--- src/rtl/alu_pkg.sv ---
// alu_pkg: opcode map, instruction class decode and default multiplier latency
package alu_pkg;

    localparam logic [3:0] OP_ADD         = 4'h0;
    localparam logic [3:0] OP_SUB         = 4'h1;
    localparam logic [3:0] OP_AND         = 4'h2;
    localparam logic [3:0] OP_OR          = 4'h3;
    localparam logic [3:0] OP_XOR         = 4'h4;
    localparam logic [3:0] OP_MUL         = 4'h5;
    localparam logic [3:0] OP_NOT         = 4'h6;
    localparam logic [3:0] OP_SLL         = 4'h7;
    localparam logic [3:0] OP_SRA         = 4'h8;
    localparam logic [3:0] OP_MOV         = 4'h9;
    localparam logic [3:0] OP_SRL         = 4'hA;
    localparam logic [3:0] OP_ILLEGAL_MIN = 4'hB;

    localparam int MUL_LAT_DEF = 3;

    function automatic logic is_mul(input logic [3:0] op);
        return op == OP_MUL;
    endfunction

    function automatic logic is_illegal(input logic [3:0] op);
        return op >= OP_ILLEGAL_MIN;
    endfunction

    function automatic logic is_single(input logic [3:0] op);
        return !is_mul(op) && !is_illegal(op);
    endfunction

endpackage

--- src/rtl/sync_fifo.sv ---
// sync_fifo: power-of-two request FIFO with flush; head is presented combinationally
module sync_fifo #(
    parameter int W     = 48,
    parameter int DEPTH = 4
) (
    input  logic                     clk,
    input  logic                     rst_n,
    input  logic                     push,
    input  logic                     pop,
    input  logic                     flush,
    input  logic [W-1:0]             wdata,
    output logic [W-1:0]             rdata,
    output logic [$clog2(DEPTH):0]   count,
    output logic                     full
);
    localparam int AW = $clog2(DEPTH);

    logic [W-1:0]  mem [DEPTH];
    logic [AW-1:0] wr_ptr;
    logic [AW-1:0] rd_ptr;

    assign rdata = mem[rd_ptr];
    assign full  = count == (AW+1)'(DEPTH);

    // Pointers and occupancy; flush wins over a same-cycle push or pop
    always_ff @(posedge clk or negedge rst_n) begin
        if (!rst_n) begin
            wr_ptr <= '0;
            rd_ptr <= '0;
            count  <= '0;
        end else if (flush) begin
            wr_ptr <= '0;
            rd_ptr <= '0;
            count  <= '0;
        end else begin
            wr_ptr <= push ? wr_ptr + AW'(1) : wr_ptr;
            rd_ptr <= pop ? rd_ptr + AW'(1) : rd_ptr;
            count  <= count + (AW+1)'(push) - (AW+1)'(pop);
        end
    end

    // Storage array needs no reset; occupancy alone decides what is valid
    always_ff @(posedge clk) begin
        if (push && !flush)
            mem[wr_ptr] <= wdata;
    end

endmodule

--- src/rtl/alu_issue_sched.sv ---
// alu_issue_sched: buffers ALU requests, issues in order around multiplier hazards, sequences write-back
module alu_issue_sched
    import alu_pkg::*;
#(
    parameter int DEPTH   = 4,
    parameter int MUL_LAT = MUL_LAT_DEF
) (
    input  logic        clk,
    input  logic        rst_n,
    input  logic        in_valid,
    output logic        in_ready,
    input  logic [15:0] in_instr,
    input  logic [15:0] in_rs1,
    input  logic [15:0] in_rs2,
    input  logic        flush,
    output logic [15:0] alu_instr,
    output logic [15:0] alu_rs1,
    output logic [15:0] alu_rs2,
    input  logic [15:0] alu_out,
    input  logic [15:0] alu_ex_instr,
    output logic        wb_valid,
    output logic [15:0] wb_instr,
    output logic [15:0] wb_data,
    output logic        err,
    output logic        busy,
    output logic [15:0] stall_cnt
);
    logic [47:0]              head;
    logic [$clog2(DEPTH):0]   count;
    logic                     full;
    logic [MUL_LAT-2:0]       p;
    logic [3:0]               op;
    logic                     can;
    logic                     issue_mul;
    logic                     issue_single;
    logic                     drop;
    logic                     stall;
    logic                     pop;
    logic                     push;

    sync_fifo #(.W(48), .DEPTH(DEPTH)) u_fifo (
        .clk   (clk),
        .rst_n (rst_n),
        .push  (push),
        .pop   (pop),
        .flush (flush),
        .wdata ({in_instr, in_rs1, in_rs2}),
        .rdata (head),
        .count (count),
        .full  (full)
    );

    assign op       = head[47:44];
    assign in_ready = !full;
    assign busy     = (count != '0) || (p != '0);

    // Issue decision for the FIFO head; a single-cycle op waits while the multiplier owns alu_out
    always_comb begin
        can          = (count != '0) && !flush;
        issue_mul    = can && is_mul(op);
        issue_single = can && is_single(op) && (p == '0);
        drop         = can && is_illegal(op);
        stall        = can && is_single(op) && (p != '0);
        pop          = issue_mul || issue_single || drop;
        push         = in_valid && !full;
        alu_instr    = (issue_mul || issue_single) ? head[47:32] : 16'h0000;
        alu_rs1      = (issue_mul || issue_single) ? head[31:16] : 16'h0000;
        alu_rs2      = (issue_mul || issue_single) ? head[15:0]  : 16'h0000;
    end

    // Multiplier tracker, write-back capture, illegal-op flag and saturating stall counter
    always_ff @(posedge clk or negedge rst_n) begin
        if (!rst_n) begin
            p         <= '0;
            wb_valid  <= 1'b0;
            wb_instr  <= 16'h0000;
            wb_data   <= 16'h0000;
            err       <= 1'b0;
            stall_cnt <= 16'h0000;
        end else begin
            p        <= (p << 1) | (MUL_LAT-1)'(issue_mul);
            wb_valid <= issue_single || p[MUL_LAT-2];
            if (issue_single || p[MUL_LAT-2]) begin
                wb_instr <= issue_single ? head[47:32] : alu_ex_instr;
                wb_data  <= alu_out;
            end
            err <= drop;
            if (stall && stall_cnt != 16'hFFFF)
                stall_cnt <= stall_cnt + 16'd1;
        end
    end

endmodule
--- config.mk ---
export PLATFORM = sky130hd
export DESIGN_NAME = alu_issue_sched
export DESIGN_NICKNAME = d
export VERILOG_FILES = /design/src/rtl/alu_pkg.sv /design/src/rtl/sync_fifo.sv /design/src/rtl/alu_issue_sched.sv
export SDC_FILE = /design/constraint.sdc
export NUM_CORES = 1
export LEC_CHECK = 0
export ABC_AREA = 1
export CORE_MARGIN = 3
export CORE_UTILIZATION = 43
export CTS_CLUSTER_DIAMETER = 80
export DETAILED_ROUTE_END_ITERATION = 16
export PLACE_DENSITY = 0.67
export SLEW_MARGIN = 20
export SYNTH_ARGS = -nofsm -noshare
export SYNTH_HDL_FRONTEND = slang
export SYNTH_SLANG_ARGS = --single-unit
--- constraint.sdc ---
create_clock -name clk -period 4.65 [get_ports clk]
set_input_delay 0.93 -clock clk [delete_from_list [all_inputs] [get_ports clk]]
set_output_delay 0.93 -clock clk [all_outputs]
set_load 0.03 [all_outputs]
# ---- Word-level counts from Yosys, hierarchy flattened
# Memory sizes are Yosys's and may differ from the RTL's.
# Index checks and enable logic that the tools add are counted.
# W data, S select, Z words.
dict set report totals {
  register_bits 59
  latch_bits 0
  ramBits 192
  rom_bits 0
  input_bits 84
  output_inout_bits 100
  word_cells 54
  n_memories 1
}
dict set report classes {
  add_sub_neg 5
  multipliers 0
  n_div 0
  n_lt_le_gt_ge 1
  n_eq_ne 3
  n_shift 0
  mux 11
  n_bitwise 1
  n_reduce_logical 23
}
# name depth word_bits read_ports rd_clocked_by_memory_dff wr line
set memory_table {}
lappend memory_table {u_fifo.mem 4 48 1 0 1 sync_fifo.sv:18} ;# logic [W-1:0] mem [DEPTH];
# op n
set op_table {}
lappend op_table {{$mux W16} 4}
lappend op_table {{$add A16 B1 Y16 const B} 1}
lappend op_table {{$ne A16 B16 Y1 const B} 1}
lappend op_table {{$logic_and A1 B1 Y1} 10}
lappend op_table {{$mux W2} 4}
lappend op_table {{$reduce_bool A2 Y1} 3}
lappend op_table {{$add A2 B1 Y2 const B} 2}
lappend op_table {{$eq A4 B3 Y1 const B} 1}
lappend op_table {{$ge A4 B4 Y1 const B} 1}
lappend op_table {{$logic_not A1 Y1} 4}
lappend op_table {{$logic_or A1 B1 Y1} 4}
lappend op_table {{$add A3 B1 Y3} 1}
lappend op_table {{$eq A3 B3 Y1 const B} 1}
lappend op_table {{$mux W3} 1}
lappend op_table {{$reduce_bool A3 Y1} 1}
lappend op_table {{$sub A3 B1 Y3} 1}
lappend op_table {{$logic_not A2 Y1} 1}
lappend op_table {{$mux W1} 2}
lappend op_table {{$or A2 B1 Y2} 1}

# ---- Logic depth before layout (Yosys ltp)
# An unclocked memory read counts as a cell.
dict set report logic_depth {
  word_depth 10
  ltp_mapped 17
  mapped_depth_nobuf 16
}

# ---- Cells and area by module
# From an unflattened synthesis, not the netlist that was laid out.
dict set report unflattened {
  cells_unflattened 1076
  hier_area_um2 11173.2
}
# module n_inst cells_per_inst area_each_um2 seq_area_each_um2
set modules_own_cells {}
lappend modules_own_cells {sync_fifo 1 612 8094.0 5940.7}
lappend modules_own_cells {alu_issue_sched 1 464 3079.2 1301.2}

# ---- Worst setup path before layout
# OpenSTA, ideal clock, no wires.
dict set report synth_timing {
  path_kind {input to register}
  startpoint {in in_valid}
  endpoint {mem u_fifo.mem[0][0] (enable)}
  arrival_time_ps 3213
  path_slack_ps 983
  cell_stages 4
  n_path_buf 0
  path_cell_list {nand2_1 -> inv_1 -> nand2_1 -> nor2_1}
}
dict set report synth_between {
  elab_chain_cells 4
}
# element line
set synth_lines {}
lappend synth_lines {{from (decl)} alu_issue_sched.sv:10} ;# input logic in_valid,
lappend synth_lines {{$logic_and A1 B1 Y1} alu_issue_sched.sv:65} ;# push = in_valid && !full;
lappend synth_lines {{$logic_and A1 B1 Y1} sync_fifo.sv:44} ;# if (push && !flush)
lappend synth_lines {{$mux W1} sync_fifo.sv:44}
lappend synth_lines {{$mux W1 (not written as such)} sync_fifo.sv:45} ;# mem[wr_ptr] <= wdata;
lappend synth_lines {{to (decl)} sync_fifo.sv:18}
# No other way between the ends.

# ---- Worst setup path after layout
dict set report layout_timing {
  startpoint {in flush}
  endpoint {out alu_instr[0]}
}
dict set report layout_between {
  elab_chain_cells 6
  word_cells_on_any_way 7
  classes_between {mux: 1; reduce/logical: 6}
}
# element line
set layout_lines {}
lappend layout_lines {{from (decl)} alu_issue_sched.sv:15} ;# input logic flush,
lappend layout_lines {{$logic_not A1 Y1 *} alu_issue_sched.sv:59} ;# can = (count != '0) && !flush;
lappend layout_lines {{$logic_and A1 B1 Y1 *} alu_issue_sched.sv:59}
lappend layout_lines {{$logic_and A1 B1 Y1 (2 in a row)} alu_issue_sched.sv:61} ;# issue_single = can && is_single(op) && (p == '0);
lappend layout_lines {{$logic_or A1 B1 Y1 *} alu_issue_sched.sv:66} ;# alu_instr = (issue_mul || issue_single) ? head[47:32] : 16'h0000;
lappend layout_lines {{$mux W16 *} alu_issue_sched.sv:66}
lappend layout_lines {{to (decl)} alu_issue_sched.sv:16} ;# output logic [15:0] alu_instr,
# Every way passes the cells marked *; elsewhere a longest branch is shown, timed or not.

==> results.yml <==
run_status:
  run_status: "completed"
cells_and_area:
  area.growth.synth_to_final_pct: 27.46
  antenna_cells: 0
  final_cell_area_um2: 13500
  layout.nets: 1189
  drive_above_1_share: 0.1453
  finish.cell_count_without_fillers: 1434
  finalCoreUtilization: 0.5665
global_route:
  grt_max_degree: 89
  grt_antenna_before_repair: 2
  global_route.usage.total: 0.1844
  wire_length_of_the_first_global_routing_pass_um: 39270
  grt_overflow_total: 0
  vias_in_the_first_global_route: 7176
worst_setup_path:
  criticalPathCategory: "primary input to output port"
  endpoint_kind: "output port"
  maximum_fanout_along_the_worst_path: 46
  required_ns: 3.72
  start_kind: "primary input"
  endpoint_arrival_time_on_the_critical_path_ns: 3.07
place:
  placedInstanceArea_um2: 12600
  post-dp-hpwl_um: 14910
  gpl.final_weighted_congestion: 0.8033
  numPlacedInstances: 1386
  dp_slack_ns: 0.6558
  buffer_ports.inserted: 183
synthesis:
  ys_top_cells_by_count: "sky130_fd_sc_hd__edfxtp_1, sky130_fd_sc_hd__nor2_1, sky130_fd_sc_hd__nand2_1"
  asyncSetResetFlopFracSynth: 0.2351
  yosysTopAreaCell: "sky130_fd_sc_hd__edfxtp_1"
  synthFlopType: "sky130_fd_sc_hd__edfxtp_1"
  number_of_unique_standard_cell_types_used_by_synthesis: 35
  syn-mean-instance-area_um2: 11.50
  synthCells: 921
  yosys_warnings: 0
  synthMostInstantiatedCell: "sky130_fd_sc_hd__edfxtp_1"
  synth_fp_nets: 1013
  synth_area_um2: 10590
  yosys_register_bits: 251
  post-synth-top-area-fraction: 0.5445
  synth_enable_flop_cells: 192
  synthTopCellsByArea: "sky130_fd_sc_hd__edfxtp_1, sky130_fd_sc_hd__dfrtp_1, sky130_fd_sc_hd__nor2_1"
  synth_seq_area_share: 0.6839
drt:
  initialDrtViolationCount: 556
  detailedRoute.firstPassIterationCount: 5
  vias_per_cell: 5.047
  remaining_design_rule_violation_count: 0
  routedWlPerCell_um: 17.20
  via_count_of_the_routed_design: 7237
  ant_nets: 0
  detailed_route_wl_um: 24670
run:
  timing.max_cap.violations: 0
sta:
  slew_violations: 0
  hold_slack_ns: 0.3904
  finalSetupViolCount: 0
  grt_setup_unrepaired: "false"
  finalHoldViolCount: 0
  max_freq_ghz: 0.2501
  timing.final.crit_period_ns: 3.999
  worst_slew_margin_rel: 0.3843
  fin_ws_ns: 0.6513
  post-route-period-util: 0.8599
  worst-slew-pin-transition_ns: 0.9235
  final.setup_skew_ns: 0.01276
  setup_tns_ns: 0
floorplan:
  placementRows: 56
  initial_core_util: 0.4445
  die-width_um: 162.9
  die_h_um: 162.9
  die_area_um2: 26540
  io_pins: 184
  core_region_area_um2: 23820
power_and_ir_drop:
  design_power_total_mw: 8.387
  cellLeakagePower_nw: 5.193
  power_density_nw_per_um2: 621.4
  largest_voltage_drop_on_the_vdd_net_mv: 0.3349
clock_network:
  clockBufferDepth: 3
  cts_htree_levels: 1
  tritoncts_clock_tree: "yes"
  worst_skew_pair.late_latency_ns: 0.54
  post_cts_sizing: 0
  ctsHoldBuffers: 0
  cts_buffers: 28
  clk_transition_reported_paths_ns: 0.06
  number_of_buffers_inserted_to_repair_setup_after_cts: 0
  clock_sinks: 251
  clk_root_buffer_cell: "sky130_fd_sc_hd__clkbuf_16"
min_path:
  min_path_type: "flip-flop to flip-flop"
flip-flops by register name (all words and copies together) (netlist names):
name / count
err: 1
p: 2
u_fifo.rd_ptr: 2
u_fifo.wr_ptr: 2
wb_data: 16
u_fifo.count: 3
wb_valid: 1
wb_instr: 16
u_fifo.mem: 192
stall_cnt: 16
layout by cell type, fill, tap and decap left out, drive strengths merged, types with 12 or more instances in the layout:
cell,count
dfrtp,59
inv,48
clkdlybuf4s50,134
buf,61
o21ai,98
o211ai,14
o22ai,12
nand2,138
a21oi,33
clkbuf,37
edfxtp,192
nand3,58
nor2,188
worst paths after layout:
| check | from | end | slack [ns] | depth (start not counted) |
|---|---|---|---|---|
| min | p[0] | p[1] | 0.39 | 0 |
| max in group asynchronous | rst_n | u_fifo.rd_ptr[0] | 3.51 | 2 |
| min in group asynchronous | rst_n | stall_cnt[3] | 0.56 | 2 |
| min reg2reg | p[0] | p[1] | 0.39 | 0 |
| max | flush | alu_instr[0] | 0.65 | 8 |
| max reg2reg | u_fifo.rd_ptr[1] | u_fifo.count[2] | 1.63 | 14 |
power breakdown:
group | internal [mW] | total, mW | switching, mW
clock network | 1.28 | 2.13 | 0.849
registers | 2.71 | 2.87 | 0.161
logic | 1.15 | 3.39 | 2.23
kinds of logic after synthesis:
| group | after synthesis | synth area share |
|---|---|---|
| AO/OA/AOI/OAI | 158 | 0.09642 |
| XOR/XNOR | 16 | 0.01323 |
| adder cells (fa/ha/maj) | 8 | 0.01016 |
| buffers and inverters | 98 | 0.04467 |
| flip-flops | 251 | 0.6839 |
| AND/OR/NAND/NOR | 390 | 0.1516 |
worst max-delay path, stage by stage:
cell	delay (ns)
sky130_fd_sc_hd__clkdlybuf4s50_1	0.59
sky130_fd_sc_hd__inv_1	0.12
sky130_fd_sc_hd__o21ai_0	0.23
sky130_fd_sc_hd__or2_1	0.21
sky130_fd_sc_hd__nand2_2	0.07
sky130_fd_sc_hd__inv_4	0.48
sky130_fd_sc_hd__nor2_1	0.17
sky130_fd_sc_hd__buf_12	0.18
cell type report:
type	count	area [um2]
well taps	319	399.1
clock buffers	37	775.7
repair buffers	195	1859
fillers	2011	10330
clock inverters	11	120.1
flip-flops and latches	251	7247
multi-input cells	572	2904
inverters	49	191.4
per-layer routing:
layer / vias up / track usage / wire length [um]
met5: - / 0 / 24
met4: 4 / 0.03576 / 404
met3: 36 / 0.03993 / 1727
met2: 230 / 0.3067 / 11360
met1: 3456 / 0.2530 / 11150
li1: 3511 / - / -
No activity file was read; power rests on OpenSTA's default activity.
